[src/rtl/bf16_pkg.sv]
// Shared types and constants for the bf16 sequential reduction block.
//   state_e      : reduction controller states
//   bf16_flags_t : adder exception flags (overflow, underflow, invalid)
package bf16_pkg;

  localparam logic [15:0] BF16_ZERO = 16'h0000;
  localparam logic [15:0] BF16_QNAN = 16'h7FC0;

  typedef enum logic [1:0] {
    ST_IDLE     = 2'd0,
    ST_WAIT_IN  = 2'd1,
    ST_ADD_WAIT = 2'd2,
    ST_DONE     = 2'd3
  } state_e;

  typedef struct packed {
    logic overflow;
    logic underflow;
    logic invalid;
  } bf16_flags_t;

endpackage

[src/rtl/bf16_reduce_seq_if.sv]
// Handshake bundle of bf16_reduce_seq.
//   start/count           : job request (count latched on the start edge)
//   in_valid/in_ready/in_data : element stream
//   out_valid/out_ready/out_data/out_* : result and sticky flags
//   busy                  : block is not idle
interface bf16_reduce_seq_if #(
  parameter int unsigned CNT_W = 8
);
  logic             start;
  logic [CNT_W-1:0] count;
  logic             in_valid;
  logic [15:0]      in_data;
  logic             in_ready;
  logic             out_valid;
  logic             out_ready;
  logic [15:0]      out_data;
  logic             out_overflow;
  logic             out_underflow;
  logic             out_invalid;
  logic             busy;

  modport master (
    output start, count, in_valid, in_data, out_ready,
    input  in_ready, out_valid, out_data, out_overflow, out_underflow, out_invalid, busy
  );

  modport slave (
    input  start, count, in_valid, in_data, out_ready,
    output in_ready, out_valid, out_data, out_overflow, out_underflow, out_invalid, busy
  );
endinterface

[src/rtl/bf16_reduce_seq_add.sv]
// add_bf16: bf16 adder, round-to-nearest-even, subnormal aware.
//   clk, nRST (sync, active-low) ; bf1_in, bf2_in : operands
//   bf_out, overflow, underflow, invalid : result, valid LAT edges after operands settle
module add_bf16
  import bf16_pkg::*;
#(
  parameter int unsigned LAT = 2
) (
  input  logic        clk,
  input  logic        nRST,
  input  logic [15:0] bf1_in,
  input  logic [15:0] bf2_in,
  output logic [15:0] bf_out,
  output logic        overflow,
  output logic        underflow,
  output logic        invalid
);
  localparam int unsigned STAGES = (LAT > 1) ? LAT - 1 : 0;

  logic        a_nan, b_nan, a_inf, b_inf, sub, st, inc, inexact;
  logic [15:0] big, sml, rnd, res_c;
  logic [8:0]  e_big, e_sml, e_r, e_fld, d;
  logic [10:0] m_big, m_sml, m_sh, mask;
  logic [11:0] s;
  bf16_flags_t flg_c;

  // Magnitude-ordered align / add / normalise / round; bits [2:0] of s are guard, round, sticky.
  always_comb begin
    res_c = BF16_ZERO;
    flg_c = '0;
    mask  = '0;
    a_nan = (bf1_in[14:7] == 8'hFF) && (bf1_in[6:0] != 7'd0);
    b_nan = (bf2_in[14:7] == 8'hFF) && (bf2_in[6:0] != 7'd0);
    a_inf = (bf1_in[14:7] == 8'hFF) && (bf1_in[6:0] == 7'd0);
    b_inf = (bf2_in[14:7] == 8'hFF) && (bf2_in[6:0] == 7'd0);
    if (bf1_in[14:0] >= bf2_in[14:0]) begin
      big = bf1_in;
      sml = bf2_in;
    end else begin
      big = bf2_in;
      sml = bf1_in;
    end
    sub   = big[15] ^ sml[15];
    e_big = (big[14:7] == 8'd0) ? 9'd1 : {1'b0, big[14:7]};
    e_sml = (sml[14:7] == 8'd0) ? 9'd1 : {1'b0, sml[14:7]};
    m_big = {(big[14:7] != 8'd0), big[6:0], 3'b000};
    m_sml = {(sml[14:7] != 8'd0), sml[6:0], 3'b000};
    d     = e_big - e_sml;
    if (d >= 9'd11) begin
      m_sh = 11'd0;
      st   = |m_sml;
    end else begin
      m_sh = m_sml >> d;
      mask = (11'd1 << d) - 11'd1;
      st   = |(m_sml & mask);
    end
    m_sh[0] = m_sh[0] | st;
    s   = sub ? ({1'b0, m_big} - {1'b0, m_sh}) : ({1'b0, m_big} + {1'b0, m_sh});
    e_r = e_big;
    if (s[11]) begin
      s   = {1'b0, s[11:2], s[1] | s[0]};
      e_r = e_r + 9'd1;
    end
    for (int i = 0; i < 11; i++) begin
      if (!s[10] && (e_r > 9'd1)) begin
        s   = s << 1;
        e_r = e_r - 9'd1;
      end
    end
    inexact = |s[2:0];
    inc     = s[2] & (s[1] | s[0] | s[3]);
    // Exponent field 0 for subnormals; the rounding carry then ripples into the exponent naturally.
    e_fld   = s[10] ? e_r : 9'd0;
    rnd     = {e_fld, s[9:3]} + 16'(inc);

    if (a_nan || b_nan) begin
      res_c = BF16_QNAN;
    end else if (a_inf && b_inf && (bf1_in[15] != bf2_in[15])) begin
      res_c         = BF16_QNAN;
      flg_c.invalid = 1'b1;
    end else if (a_inf) begin
      res_c = bf1_in;
    end else if (b_inf) begin
      res_c = bf2_in;
    end else if (s == 12'd0) begin
      res_c = {(sub ? 1'b0 : big[15]), 15'd0};
    end else if (rnd[15:7] >= 9'd255) begin
      res_c          = {big[15], 8'hFF, 7'd0};
      flg_c.overflow = 1'b1;
    end else begin
      res_c           = {big[15], rnd[14:0]};
      flg_c.underflow = (rnd[14:7] == 8'd0) && inexact;
    end
  end

  // Output delay line so the result lands exactly LAT edges after the operands.
  if (STAGES == 0) begin : g_comb
    assign bf_out    = res_c;
    assign overflow  = flg_c.overflow;
    assign underflow = flg_c.underflow;
    assign invalid   = flg_c.invalid;
  end else begin : g_pipe
    logic [15:0] res_q [STAGES];
    bf16_flags_t flg_q [STAGES];

    always_ff @(posedge clk) begin
      if (!nRST) begin
        for (int i = 0; i < int'(STAGES); i++) begin
          res_q[i] <= '0;
          flg_q[i] <= '0;
        end
      end else begin
        res_q[0] <= res_c;
        flg_q[0] <= flg_c;
        for (int i = 1; i < int'(STAGES); i++) begin
          res_q[i] <= res_q[i-1];
          flg_q[i] <= flg_q[i-1];
        end
      end
    end

    assign bf_out    = res_q[STAGES-1];
    assign overflow  = flg_q[STAGES-1].overflow;
    assign underflow = flg_q[STAGES-1].underflow;
    assign invalid   = flg_q[STAGES-1].invalid;
  end
endmodule

[src/rtl/bf16_reduce_seq.sv]
// bf16_reduce_seq: sums `count` bf16 elements one at a time through add_bf16.
//   clk, RST (sync, active-high) ; bus : bf16_reduce_seq_if.slave handshake bundle
module bf16_reduce_seq
  import bf16_pkg::*;
#(
  parameter int unsigned ADD_LAT = 2,
  parameter int unsigned CNT_W   = 8
) (
  input logic              clk,
  input logic              RST,
  bf16_reduce_seq_if.slave bus
);
  localparam int unsigned LAT_W = (ADD_LAT > 1) ? $clog2(ADD_LAT + 1) : 1;

  state_e           state_q, state_d;
  logic [15:0]      acc_q, acc_d, op_a_q, op_a_d, op_b_q, op_b_d;
  logic [CNT_W-1:0] remaining_q, remaining_d;
  logic [LAT_W-1:0] lat_q, lat_d;
  bf16_flags_t      sticky_q, sticky_d, add_flg;
  logic [15:0]      sum;

  add_bf16 #(.LAT(ADD_LAT)) u_add (
    .clk       (clk),
    .nRST      (~RST),
    .bf1_in    (op_a_q),
    .bf2_in    (op_b_q),
    .bf_out    (sum),
    .overflow  (add_flg.overflow),
    .underflow (add_flg.underflow),
    .invalid   (add_flg.invalid)
  );

  // Next-state and datapath updates.
  always_comb begin
    state_d     = state_q;
    acc_d       = acc_q;
    op_a_d      = op_a_q;
    op_b_d      = op_b_q;
    remaining_d = remaining_q;
    lat_d       = lat_q;
    sticky_d    = sticky_q;
    case (state_q)
      ST_IDLE: begin
        if (bus.start) begin
          remaining_d = bus.count;
          acc_d       = BF16_ZERO;
          sticky_d    = '0;
          state_d     = (bus.count == '0) ? ST_DONE : ST_WAIT_IN;
        end
      end
      ST_WAIT_IN: begin
        if (bus.in_valid) begin
          op_a_d  = acc_q;
          op_b_d  = bus.in_data;
          lat_d   = LAT_W'(ADD_LAT);
          state_d = ST_ADD_WAIT;
        end
      end
      ST_ADD_WAIT: begin
        lat_d = lat_q - LAT_W'(1);
        // Last wait cycle: the adder result is valid now.
        if (lat_q == LAT_W'(1)) begin
          acc_d       = sum;
          sticky_d    = sticky_q | add_flg;
          remaining_d = remaining_q - CNT_W'(1);
          state_d     = (remaining_q == CNT_W'(1)) ? ST_DONE : ST_WAIT_IN;
        end
      end
      ST_DONE: begin
        if (bus.out_ready) state_d = ST_IDLE;
      end
      default: state_d = ST_IDLE;
    endcase
  end

  always_ff @(posedge clk) begin
    if (RST) begin
      state_q     <= ST_IDLE;
      acc_q       <= '0;
      op_a_q      <= '0;
      op_b_q      <= '0;
      remaining_q <= '0;
      lat_q       <= '0;
      sticky_q    <= '0;
    end else begin
      state_q     <= state_d;
      acc_q       <= acc_d;
      op_a_q      <= op_a_d;
      op_b_q      <= op_b_d;
      remaining_q <= remaining_d;
      lat_q       <= lat_d;
      sticky_q    <= sticky_d;
    end
  end

  // All outputs are decodes of flops.
  assign bus.in_ready      = (state_q == ST_WAIT_IN);
  assign bus.out_valid     = (state_q == ST_DONE);
  assign bus.busy          = (state_q != ST_IDLE);
  assign bus.out_data      = acc_q;
  assign bus.out_overflow  = sticky_q.overflow;
  assign bus.out_underflow = sticky_q.underflow;
  assign bus.out_invalid   = sticky_q.invalid;
endmodule
[src/flat_wrapper.sv]
// flat-port wrapper written by rule: the top's interface ports become plain ports
module bf16_reduce_seq_flat import bf16_pkg::*;
#(
  parameter int unsigned ADD_LAT = 2,
  parameter int unsigned CNT_W   = 8
)
  (clk, RST, bus_start, bus_count, bus_in_valid, bus_in_data, bus_out_ready, bus_in_ready, bus_out_valid, bus_out_data, bus_out_overflow, bus_out_underflow, bus_out_invalid, bus_busy);
  bf16_reduce_seq_if #(.CNT_W(CNT_W)) bus_i ();
  input logic clk;
  input logic RST;
  input wire logic [$bits(bus_i.start)-1:0] bus_start;
  input wire logic [$bits(bus_i.count)-1:0] bus_count;
  input wire logic [$bits(bus_i.in_valid)-1:0] bus_in_valid;
  input wire logic [$bits(bus_i.in_data)-1:0] bus_in_data;
  input wire logic [$bits(bus_i.out_ready)-1:0] bus_out_ready;
  output wire logic [$bits(bus_i.in_ready)-1:0] bus_in_ready;
  output wire logic [$bits(bus_i.out_valid)-1:0] bus_out_valid;
  output wire logic [$bits(bus_i.out_data)-1:0] bus_out_data;
  output wire logic [$bits(bus_i.out_overflow)-1:0] bus_out_overflow;
  output wire logic [$bits(bus_i.out_underflow)-1:0] bus_out_underflow;
  output wire logic [$bits(bus_i.out_invalid)-1:0] bus_out_invalid;
  output wire logic [$bits(bus_i.busy)-1:0] bus_busy;
  assign bus_i.start = bus_start;
  assign bus_i.count = bus_count;
  assign bus_i.in_valid = bus_in_valid;
  assign bus_i.in_data = bus_in_data;
  assign bus_i.out_ready = bus_out_ready;
  assign bus_in_ready = bus_i.in_ready;
  assign bus_out_valid = bus_i.out_valid;
  assign bus_out_data = bus_i.out_data;
  assign bus_out_overflow = bus_i.out_overflow;
  assign bus_out_underflow = bus_i.out_underflow;
  assign bus_out_invalid = bus_i.out_invalid;
  assign bus_busy = bus_i.busy;
  bf16_reduce_seq #(.ADD_LAT(ADD_LAT), .CNT_W(CNT_W)) u_core (.clk(clk), .RST(RST), .bus(bus_i));
endmodule
[config.mk]
export PLATFORM = sky130hd
export DESIGN_NAME = bf16_reduce_seq_flat
export DESIGN_NICKNAME = d
export VERILOG_FILES = /design/src/rtl/bf16_pkg.sv /design/src/rtl/bf16_reduce_seq_if.sv /design/src/rtl/bf16_reduce_seq_add.sv /design/src/rtl/bf16_reduce_seq.sv /design/src/flat_wrapper.sv
export SDC_FILE = /design/constraint.sdc
export NUM_CORES = 1
export LEC_CHECK = 0
export CORE_MARGIN = 2
export CORE_UTILIZATION = 38
export CTS_CLUSTER_SIZE = 24
export DETAILED_ROUTE_END_ITERATION = 12
export GPL_ROUTABILITY_DRIVEN = 0
export SETUP_SLACK_MARGIN = 0.1
export SLEW_MARGIN = 5
export SYNTH_ARGS = -nofsm -noshare
export SYNTH_HDL_FRONTEND = slang
export SYNTH_SLANG_ARGS = --single-unit
[constraint.sdc]
create_clock -name clk -period 66.1 [get_ports clk]
set_input_delay 6.61 -clock clk [delete_from_list [all_inputs] [get_ports clk]]
set_output_delay 6.61 -clock clk [all_outputs]
set_load 0.05 [all_outputs]
Word level (Yosys, flattened, before mapping)
Memories as Yosys holds them, arrays and structs flattened.
Cells that the tools add are included.
Operators by class
  add/subtract/negate cells: 19
  $lt $le $gt $ge: 14
  equal/unequal tests: 12
  shift operators: 2
  muxes and demuxes: 70
  bitwise operators: 8
  reductions and logical operators: 54
Operators by type and width (number)
  16-bit two-way mux: 10
  12-bit two-way mux: 12
  9-bit two-way mux: 13
  9-bit by 1-bit greater-than comparator with 1-bit output (second input constant): 11
  9-bit by 1-bit subtractor with 9-bit output (second input constant): 11
  8-bit logical NOT: 4
  8-bit two-way mux: 4
  16-bit one-hot mux with 2 select lines: 1
  11-bit two-way mux: 2
  2-bit two-way mux: 10
  1-bit logical AND: 18
  16-bit by 1-bit adder with 16-bit output: 1
  8-bit equality test (second input constant): 2
  8-bit one-hot mux with 2 select lines: 1
  8-bit nonzero test: 2
  16-bit OR reduction: 1
  15-bit >= comparator: 1
  15-bit two-way mux: 1
  7-bit logical NOT: 2
  7-bit nonzero test: 2
  11-bit by 11-bit adder with 12-bit output: 1
  12-bit logical NOT: 1
  3-bit two-way mux: 4
  11-bit by 11-bit subtractor with 12-bit output: 1
  other kinds (34): 63
Word-level totals
  bits in registers: 63
  RAM bits: 19
  output and inout bits: 22
  memories kept: 2
Memory list
  u_core.u_add.g_pipe.res_q: words 1, width 16, read ports 1, clocked after memory_dff 0, write ports 1, line bf16_reduce_seq_add.sv:103  | logic [15:0] res_q [STAGES];
  u_core.u_add.g_pipe.flg_q: words 1, width 3, read ports 1, clocked after memory_dff 0, write ports 1, line bf16_reduce_seq_add.sv:104  | bf16_flags_t flg_q [STAGES];

Longest topological paths before layout
Gate-level depths: netlist of the first run.
  word-level depth: 61
  mapped depth: 138
  depth with buffers taken out: 124

Hierarchy
A second synthesis of the first run with hierarchy kept.
Second synthesis, totals
  cells, all modules: 1994
  area, all modules: 13984.7 um2
Modules (own cells, without submodules)
  add_bf16: instances 1, cells an instance 1691, area an instance 11454.7 um2
  bf16_reduce_seq: instances 1, cells an instance 303, area an instance 2529.9 um2

Worst setup path before layout of the first run
Ideal clock, no wire load.
  path type: flip-flop to flip-flop
  start point: reg u_core.op_b_q[13]
  end point: mem u_core.u_add.g_pipe.res_q[0][3]
  data arrival time: 25.303 ns
  required time: 65.962 ns
  setup slack: 40.658 ns
  cell stages (with the launch flop): 130
  buffers on the path: 14
  cell sequence: dfxtp_1 -> inv_1 -> ha_1 -> nand4_2 -> o41a_1 -> o211ai_2 -> nor2_4 -> a21boi_2 -> inv_2 -> o31ai_2 -> inv_2 -> ha_1 -> fa_1 -> nor2b_1 -> o21ai_0 -> a32oi_1 -> and3_1 -> nand2_1 -> (+94 left out) -> buf_1 -> mux2i_1 -> ha_1 -> o211ai_2 -> o21ai_2 -> a21oi_1 -> o311ai_1 -> and3_1 -> buf_2 -> a21boi_0 -> ha_1 -> o2111a_1 -> nand2_1 -> mux2_2 -> nand3b_1 -> or3_1 -> o41ai_4 -> nor4bb_1
Between the ends
  longest elaborated chain between the ends: 59
RTL lines
  from (decl): line bf16_reduce_seq.sv:16  | logic [15:0] acc_q, acc_d, op_a_q, op_a_d, op_b_q, op_b_d;
  from (signal assigned): line bf16_reduce_seq.sv:89  | op_b_q <= op_b_d;
  15-bit >= comparator: line bf16_reduce_seq_add.sv:36  | if (bf1_in[14:0] >= bf2_in[14:0]) begin
  16-bit two-way mux: line bf16_reduce_seq_add.sv:36
  8-bit logical NOT (on tied branches): line bf16_reduce_seq_add.sv:44, bf16_reduce_seq_add.sv:45
  8-bit two-way mux (on tied branches): line bf16_reduce_seq_add.sv:44, bf16_reduce_seq_add.sv:45
  8-bit by 8-bit subtractor with 9-bit output: line bf16_reduce_seq_add.sv:48  | d = e_big - e_sml;
  1-bit by 9-bit left shift with 11-bit output: line bf16_reduce_seq_add.sv:54  | mask = (11'd1 << d) - 11'd1;
  11-bit by 1-bit subtractor with 11-bit output: line bf16_reduce_seq_add.sv:54
  11-bit bitwise AND: line bf16_reduce_seq_add.sv:55  | st = |(m_sml & mask);
  (+43 left out)
  9-bit by 8-bit >= comparator with 1-bit output: line bf16_reduce_seq_add.sv:87  | end else if (rnd[15:7] >= 9'd255) begin
  15-bit two-way mux: line bf16_reduce_seq_add.sv:87
  16-bit two-way mux: line bf16_reduce_seq_add.sv:85  | end else if (s == 12'd0) begin
  16-bit two-way mux: line bf16_reduce_seq_add.sv:83  | end else if (b_inf) begin
  16-bit two-way mux: line bf16_reduce_seq_add.sv:81  | end else if (a_inf) begin
  16-bit two-way mux: line bf16_reduce_seq_add.sv:78  | end else if (a_inf && b_inf && (bf1_in[15] != bf2_in[15])) begin
  16-bit two-way mux (*): line bf16_reduce_seq_add.sv:76  | if (a_nan || b_nan) begin
  16-bit two-way mux (no source line) (*)
  to (decl): line bf16_reduce_seq_add.sv:103
Every way passes the cells marked *; elsewhere a longest branch is shown, timed or not.

Final worst setup path of the first run
  start point: reg u_core.op_b_q[4]
  end point: mem u_core.u_add.g_pipe.res_q[0][2]
The elaborated chain is that of the path after synthesis.

==> run_results.csv, run 1 <==
group,metric,value,unit
sta,rsz0062_at_grt,"no",
min_path,worstHoldPathType,"flop to flop",
logic_synthesis,synth.distinct_cells,127,
finish,drive_above_1_share,8.58,%
die,fp.dieW,196,um
worst_setup_path,cp-start-kind,"flop",
route,via_per_inst,6.26,
worst_setup_path,cp.arrival,30840,ps
min_path,min-delay-start,"u_core.bus.out_data[15]",
clocking,cts_root_buffer,"clkbuf_16",
logic_synthesis,syn_area,0.0140,sq mm
sta,skew,11.2,ps
route,wl_per_cell,18.4,um
sta,finalHoldViolations,0,
clocking,cts_max_path_buffers,2,
placed_design,hpwl,35200,um
route,routed_wl,45000,um
placed_design,numPortBuffers,50,
finish,final_common_cell,"nand2_1",
clocking,hold_buffers,0,
logic_synthesis,synth_edf_count,0,
grt,use_met2,38.4,%
finish,area.growth.synth_to_final,7.93,%
sta,finalCritPeriodShare,46.3,%
worst_setup_path,worstPathRequired,66300,ps
worst_setup_path,path_max_fanout,26,
worst_setup_path,reg2reg_slack,35470,ps
grt,grt_pass1_vias,14100,
logic_synthesis,yosysWarnings,0,
die,core.rowCount,70,
worst_setup_path,end_kind,"flop",
sta,setup_violations,0,
grt,busiest_layer,"met2",
sta,fin_setup_tns,0,ps
route,vias,15300,
logic_synthesis,synthCells,1993,
grt,grt_util_met1,31.3,%
min_path,whs_endpoint,"u_core.op_a_q[15]",
clocking,clk_pin_slew,70,ps
route,antenna_left,0,
grt,grt_max_degree,72,
grt,use_met3,1.68,%
route,drt_iter0_markers,1230,
clocking,cts_inserted_buffers,9,
worst_setup_path,path_class,"flop to flop",
placed_design,post_dp_cell_area,0.0149,sq mm
grt,grtUsageTotal,22.6,%
sta,tightest_slew,1080,ps
run,cap_violations,0,
die,die_area,0.0385,sq mm
clocking,clkSinkCount,82,
clocking,cts_tree,"built",
worst_setup_path,cpPeakStageDelay,880,ps
clocking,cts_htree_levels,3,
die,start_util,38.4,%
sta,fmax,32.6,MHz
worst_setup_path,worst_path_max_delay_cell,"o41ai_4",
logic_synthesis,syn-mean-instance-area,7.05,sq um
die,die_h,196,um
grt,grt_overflow,0,
finish,n_antenna_cell,0,
min_path,whs_path_depth,2,
worst_setup_path,crit_top_cell,"ha_1",
clocking,post_cts_resized,0,
clocking,cts_setup_buffers,0,
grt,antenna_found_initial,0,
die,pin_count,51,
grt,grt_pass1_wl,73500,um
clocking,clock_latency,340,ps
route,route.detailed.drc,0,
worst_setup_path,reg2reg_to,"u_core.u_add.g_pipe.res_q[0][2]",
finish,final_cell_mix,"nand2_1, nor2_1, a21oi_1",
worst_setup_path,reg2regPathDepth,108,
logic_synthesis,synth_ff_type,"dfxtp_1",
logic_synthesis,yosysSeqAreaShare,11.7,%
die,core,0.0365,sq mm
sta,min_period,30630,ps
worst_setup_path,r2r_start,"u_core.op_b_q[4]",
logic_synthesis,async_reset_ff_share,0,%
logic_synthesis,synthesis.nets,2092,
sta,finalMaxSlewViolations,0,
logic_synthesis,ys_ff_latch,82,
run_status,outcome,"finished, final reports clean",
sta,relSlewSlack,27.7,%
route,first_pass_iters,6,
finish,design_area,0.0152,sq mm
finish,nNetsFinal,2075,
[metrics by stage]
| stage | utilization [%] | worst slack [ps] | cells | hold slack, ps |
|---|---|---|---|---|
| 2_1_floorplan | - | 40660 | 1993 | 433 |
| 3_3_place_gp | 40.7 | 36640 | 2433 | 450 |
| 3_5_place_dp | 40.7 | 35620 | 2433 | 462 |
| 4_1_cts | 41.5 | 35530 | 2449 | 472 |
| 5_1_grt | 41.5 | 32520 | 2449 | 500 |
| 6_report | 41.5 | 35470 | 2449 | 470 |
[cell type report]
cell class                 count  area, sq um
inverter                      96          360
clock buffer                  10          239
tap                          468          586
clock inverter                 6         55.1
timing repair buffer          67          623
sequential                    82         1640
fill                        3784        21400
multi-input combinational   1720        11700
[synthesized netlist by cell type, types with 9 or more instances]
master	count	area share (%)
nor3_1	59	2.1
xor2_1	20	1.2
mux2_2	23	1.8
nor4_1	26	1.2
o2111ai_1	13	0.81
nand4_1	24	1.1
a21boi_0	11	0.59
o211ai_1	20	1.1
a22oi_1	28	1.5
o21a_1	13	0.69
a21oi_1	160	5.7
nand2_1	233	6.2
buf_2	17	0.61
a31oi_1	32	1.4
nor2b_1	15	0.67
clkbuf_1	67	1.8
and4_1	9	0.56
nand3_1	71	2.5
nand2b_1	19	0.85
a31o_2	11	0.69
xnor2_1	52	3.2
and3_1	17	0.76
o21ai_0	88	3.1
a21o_1	34	1.8
o31a_1	9	0.56
or3_1	21	0.94
ha_1	68	6.1
dfxtp_1	82	12
or2_2	14	0.62
a211oi_1	38	2.0
and2_1	26	1.2
o21ai_1	18	0.64
o22ai_1	15	0.67
o31ai_1	16	0.86
inv_1	92	2.5
o21bai_1	12	0.64
nor2_1	189	5.1
mux2i_1	72	5.1
[flip-flops by register name (all words and copies together), names as in the netlist]
signal / cells
u_core.bus.out_underflow: 1
u_core.u_add.g_pipe.flg_q: 3
u_core.bus.out_data: 16
u_core.bus.out_invalid: 1
u_core.bus.out_overflow: 1
u_core.op_b_q: 16
u_core.state_q: 2
u_core.op_a_q: 16
u_core.remaining_q: 8
u_core.lat_q: 2
u_core.u_add.g_pipe.res_q: 16
[layer usage]
layer	up-vias	share of wire, %
met2	504	47
met4	0	1.7
met5	-	0
met1	7251	47
li1	7516	-
met3	64	4.3
[kinds of logic (layout without fill, tap and decap cells)]
logic type	count (synthesis)	in the layout	synth area share, %
AO/OA/AOI/OAI	687	687	35.8
XOR/XNOR	72	72	4.49
adder cells (fa/ha/maj)	70	70	6.34
buffers and inverters	191	179	5.39
flip-flops	82	82	11.7
multiplexers	102	102	7.94
AND/OR/NAND/NOR	789	789	28.3
[worst max-delay path: cells and delay by family, from the launching register on]
| family | cells | cell delay, ps |
|---|---|---|
| AO/OA/AOI/OAI | 48 | 16480 |
| multiplexers | 4 | 1230 |
| adder cells (fa/ha/maj) | 17 | 4690 |
| flip-flops | 1 | 480 |
| buffers and inverters | 14 | 1900 |
| XOR/XNOR | 7 | 2210 |
| AND/OR/NAND/NOR | 18 | 3460 |
[worst max-delay path by stage]
stage                           start                              end  cells after the start
CTS                  u_core.op_b_q[4]  u_core.u_add.g_pipe.res_q[0][2]                    107
detailed placement   u_core.op_b_q[4]  u_core.u_add.g_pipe.res_q[0][2]                    107
global placement     u_core.op_b_q[4]  u_core.u_add.g_pipe.res_q[0][3]                    108
floorplan           u_core.op_b_q[13]  u_core.u_add.g_pipe.res_q[0][3]                    129
finish               u_core.op_b_q[4]  u_core.u_add.g_pipe.res_q[0][2]                    108
global route         u_core.op_b_q[4]  u_core.u_add.g_pipe.res_q[0][2]                    110
Power of run 1 is not shown: default switching activity piles up to over one toggle a cycle in this logic, so the estimate is an artifact.
==> inputs of run 2 (changes only) <==
==> constraint.sdc (replaced) <==
create_clock -name clk -period 24.8 [get_ports clk]
set_input_delay 2.48 -clock clk [delete_from_list [all_inputs] [get_ports clk]]
set_output_delay 2.48 -clock clk [all_outputs]
set_load 0.05 [all_outputs]
==> run 2 against run 1 <==
  * Clock skew hardly changed
  * Wire length is 3.1% higher
  * Non-clock buffer count is 72 higher
  * Global-route usage is 0.51 points higher
  * Cell area is 5.3% higher
  * Worst setup slack worse by 34000 ps
  * Register-to-register slack worse by 34000 ps
==> run_results.csv, run 2 (same netlist as run 1, synthesis figures left out) <==
group,metric,value,unit
run_status,outcome,"finished, final reports clean",
route,route.detailed.drc,0,
die,die_h,196,um
finish,final_cell_mix,"nand2_1, nor2_1, a21oi_1",
worst_setup_path,crit_top_cell,"inv_1",
run,cap_violations,0,
worst_setup_path,path_depth,111,
sta,finalCritPeriodShare,92.8,%
min_path,worstHoldPathType,"flop to flop",
placed_design,post_dp_cell_area,0.0153,sq mm
route,antenna_left,0,
placed_design,numPortBuffers,50,
worst_setup_path,path_buf_inv,23,
finish,final_common_cell,"nand2_1",
route,first_pass_iters,6,
sta,finalMaxSlewViolations,0,
sta,finalHoldViolations,0,
finish,area.growth.synth_to_final,13.6,%
clocking,cts_root_buffer,"clkbuf_16",
grt,grt_pass1_vias,14600,
finish,nNetsFinal,2148,
die,fp.dieW,196,um
worst_setup_path,worst_path_max_delay_cell,"o41a_1",
finish,design_area,0.0160,sq mm
sta,tightest_slew,948,ps
worst_setup_path,worstPathRequired,25030,ps
die,start_util,38.4,%
worst_setup_path,cp.arrival,23240,ps
route,drt_iter0_markers,1366,
worst_setup_path,path_class,"flop to flop",
clocking,cts_max_path_buffers,2,
clocking,cts_inserted_buffers,9,
grt,grt_max_degree,72,
worst_setup_path,path_max_fanout,17,
finish,drive_above_1_share,13.1,%
worst_setup_path,reg2regPathDepth,111,
clocking,clk_pin_slew,70,ps
sta,relSlewSlack,36.2,%
clocking,clkSinkCount,82,
die,pin_count,51,
route,via_per_inst,6.32,
worst_setup_path,end_kind,"flop",
grt,grtUsageTotal,23.1,%
sta,fmax,43.5,MHz
min_path,whs_path_depth,2,
sta,min_period,23010,ps
grt,grt_pass1_wl,75000,um
clocking,cts_htree_levels,3,
finish,n_antenna_cell,0,
die,die_area,0.0385,sq mm
worst_setup_path,cpPeakStageDelay,520,ps
route,routed_wl,46400,um
clocking,cts_tree,"built",
placed_design,hpwl,36500,um
die,core.rowCount,70,
worst_setup_path,cp-start-kind,"flop",
grt,grt_overflow,0,
sta,skew,10.9,ps
clocking,clock_latency,350,ps
sta,setup_violations,0,
route,wl_per_cell,18.4,um
worst_setup_path,critPathTopFamily,"compound AO/OA/AOI/OAI gates",
die,core,0.0365,sq mm
route,vias,15900,
grt,antenna_found_initial,0,
==> run 2: changes by cell type in the layout (fill, tap and decap cells not counted), moves of 3 or more <==
cell | before | now
o31ai_4 | 1 | 5
mux2i_2 | 0 | 3
xnor2_1 | 52 | 48
buf_4 | 17 | 89
mux2i_1 | 72 | 68
o21ai_0 | 88 | 84
xnor2_2 | 0 | 4
o31ai_2 | 5 | 2
==> run 2: routing by layer <==
| layer | track usage (%) | part of all wire, % | vias up |
|---|---|---|---|
| met2 | 39.2 | 47 | 667 |
| met3 | 2.25 | 6.4 | 84 |
| met1 | 31.5 | 44 | 7531 |
| met4 | 5.44 | 2.0 | 0 |
| li1 | - | - | 7665 |
| met5 | 0 | 0 | - |
==> run 2: worst register-to-register path: cells and delay by family, from the launching register on <==
family	cells	cell delay [ps]
simple gates	23	5010
buf+inv	23	2980
flops	1	420
fa+ha+maj	13	3410
xor+xnor	6	1160
mux	1	350
compound gates	45	9510
==> run 2: timing repair <==
| item | in CTS | in global routing |
|---|---|---|
| endpoints found under the setup margin | 8 | 18 |
| hold buffers | 0 | 0 |
| resized for setup | 2 | 41 |
| gates cloned | 0 | 1 |
| pin swaps | 2 | 13 |
| buffers inserted | 4 | 14 |
==> run 2: path summary, 6_finish.rpt <==
| kind | slack [ps] | from | end |
|---|---|---|---|
| worst min register to register | 470 | u_core.u_add.g_pipe.flg_q[0][1] | u_core.bus.out_underflow |
| worst max-delay path | 1790 | u_core.op_b_q[13] | u_core.u_add.g_pipe.res_q[0][0] |
| worst max register to register | 1790 | u_core.op_b_q[13] | u_core.u_add.g_pipe.res_q[0][0] |
| worst min-delay path | 470 | u_core.u_add.g_pipe.flg_q[0][1] | u_core.bus.out_underflow |
==> run 2: area by class of cell <==
type | count | area [sq um]
sequential | 82 | 1640
fill | 3706 | 20600
timing repair buffer | 139 | 1160
clock buffer | 9 | 225
tap | 468 | 586
inverter | 96 | 360
multi-input combinational | 1721 | 11900
clock inverter | 7 | 76.3
==> run 2: stage by stage <==
stage	util (%)	hold slack, ps	instances	worst slack [ps]	TNS [ps]
detailed placement	41.9	456	2487	-178	-1080
CTS	42.8	473	2507	278	0
finish	43.7	465	2522	1790	0
global route	43.7	488	2522	-40.5	-232
global placement	41.9	454	2487	401	0
floorplan	-	433	1993	129	0
Power of run 2 is left out for the same reason.
==> inputs of run 3 (changes only) <==
--- a/config.mk
+++ b/config.mk
@@ -6,10 +6,11 @@
 export NUM_CORES = 1
 export LEC_CHECK = 0
 export CORE_MARGIN = 2
-export CORE_UTILIZATION = 38
+export CORE_UTILIZATION = 55
 export CTS_CLUSTER_SIZE = 24
 export DETAILED_ROUTE_END_ITERATION = 12
 export GPL_ROUTABILITY_DRIVEN = 0
+export PLACE_DENSITY = 0.76
 export SETUP_SLACK_MARGIN = 0.1
 export SLEW_MARGIN = 5
 export SYNTH_ARGS = -nofsm -noshare
==> run 3 against run 2 <==
  * Clock skew is 1.3 ps lower
  * Via count is 0.88% higher
  * Hold slack better by 7.8 ps
  * Critical path depth is 2 lower
  * Core utilization is 19 points higher
  * Wire length is 4.6% lower
  * Sequential cell count stayed put
  * Clock-buffer cell count is 1 higher
  * Non-clock buffer count is 11 lower
  * Highest routed layer unchanged
  * Fmax is 1.7% lower
==> run_results.csv, run 3 (same netlist as run 1, synthesis figures left out) <==
group,metric,value,unit
route,via_per_inst,6.78,
sta,finalMaxSlewViolations,0,
min_path,worstHoldPathType,"flop to flop",
grt,busiest_layer,"met2",
finish,n_antenna_cell,0,
route,route.detailed.drc,0,
finish,utilization,62.8,%
worst_setup_path,path_max_fanout,12,
clocking,clkSinkCount,82,
route,drt_iter0_markers,2351,
route,antenna_left,0,
grt,grt_overflow,0,
die,die_h,164,um
worst_setup_path,reg2regPathDepth,109,
placed_design,numPortBuffers,50,
grt,grt_max_degree,72,
die,pin_count,51,
worst_setup_path,cp-start-kind,"flop",
grt,antenna_found_initial,0,
clocking,cts_max_path_buffers,2,
clocking,clock_latency,340,ps
grt,grt_pass1_wl,71000,um
worst_setup_path,path_buf_inv,16,
sta,tightest_slew,1190,ps
finish,final_common_cell,"nand2_1",
route,routed_wl,44200,um
clocking,cts_tree,"built",
worst_setup_path,critPathTopFamily,"compound AO/OA/AOI/OAI gates",
route,vias,16100,
clocking,hold_buffers,0,
min_path,whs_path_depth,2,
grt,use_met3,3.64,%
sta,skew,9.61,ps
clocking,cts_inserted_buffers,9,
grt,grtUsageTotal,31.3,%
worst_setup_path,cp.arrival,23620,ps
finish,drive_above_1_share,13.0,%
run_status,outcome,"finished, final reports clean",
grt,grt_util_met1,42.4,%
route,first_pass_iters,7,
die,core,0.0251,sq mm
placed_design,hpwl,34000,um
finish,area.growth.synth_to_final,12.3,%
grt,use_met2,52.8,%
sta,fmax,42.7,MHz
die,fp.dieW,164,um
clocking,cts_root_buffer,"clkbuf_16",
route,wl_per_cell,18.6,um
clocking,cts_htree_levels,3,
worst_setup_path,worst_path_max_delay_cell,"or4_1",
worst_setup_path,cpPeakStageDelay,560,ps
worst_setup_path,end_kind,"flop",
die,die_area,0.0268,sq mm
sta,relSlewSlack,20.4,%
worst_setup_path,path_depth,109,
grt,grt_pass1_vias,14300,
die,start_util,55.9,%
worst_setup_path,path_class,"flop to flop",
sta,finalHoldViolations,0,
finish,nNetsFinal,2138,
worst_setup_path,worstPathRequired,25010,ps
sta,finalCritPeriodShare,94.4,%
run,cap_violations,0,
die,core.rowCount,58,
finish,final_cell_mix,"nand2_1, nor2_1, a21oi_1",
clocking,clk_pin_slew,60,ps
sta,setup_violations,0,
sta,min_period,23400,ps
==> run 3: final timing paths <==
check	to	from	slack (ps)
hold / removal	u_core.bus.out_invalid	u_core.u_add.g_pipe.flg_q[0][0]	470
setup / recovery	u_core.u_add.g_pipe.res_q[0][5]	u_core.op_b_q[12]	1400
setup reg to reg	u_core.u_add.g_pipe.res_q[0][5]	u_core.op_b_q[12]	1400
hold reg to reg	u_core.bus.out_invalid	u_core.u_add.g_pipe.flg_q[0][0]	470
==> run 3: metrics by stage <==
| step | setup WS [ps] | TNS, ps | hold WS (ps) | instance area, sq um | std cells |
|---|---|---|---|---|---|
| global route | -156 | -893 | 496 | 15800 | 2374 |
| floorplan | 129 | 0 | 433 | 14100 | 1993 |
| finish | 1400 | 0 | 473 | 15800 | 2374 |
| global placement | 464 | 0 | 445 | 15000 | 2331 |
| CTS | 147 | 0 | 477 | 15400 | 2350 |
| detailed placement | -536 | -4110 | 455 | 15000 | 2331 |
==> run 3: timing repair <==
| item | 4_1_cts | 5_1_grt |
|---|---|---|
| gates cloned | 1 | 1 |
| buffers inserted | 2 | 23 |
| endpoints found under the setup margin | 9 | 18 |
| pin swaps | 3 | 19 |
| gates resized for setup | 10 | 39 |
==> run 3: cell type report <==
class,count,area (sq um)
Sequential cell,82,1640
Clock buffer,10,229
Multi-Input combinational cell,1722,11900
Fill cell,2259,9350
Clock inverter,6,113
Tap cell,330,413
Inverter,96,360
Timing Repair Buffer,128,1080
==> run 3: layer usage <==
| layer | vias up | share of wire, % | wire length [um] |
|---|---|---|---|
| met1 | 7514 | 43 | 19000 |
| met4 | 0 | 2.4 | 1080 |
| met2 | 818 | 46 | 20600 |
| met5 | - | 0 | 0 |
| li1 | 7633 | - | - |
| met3 | 122 | 8.1 | 3580 |
==> run 3: worst reg2reg max path, delay by kind of cell (launching register included) <==
family | cells | cell delay [ps]
AO/OA/AOI/OAI | 46 | 11160
AND/OR/NAND/NOR | 28 | 4600
adder cells (fa/ha/maj) | 13 | 3570
buffers and inverters | 16 | 2200
XOR/XNOR | 4 | 720
multiplexers | 2 | 550
flip-flops | 1 | 440
Power of run 3 is left out for the same reason.
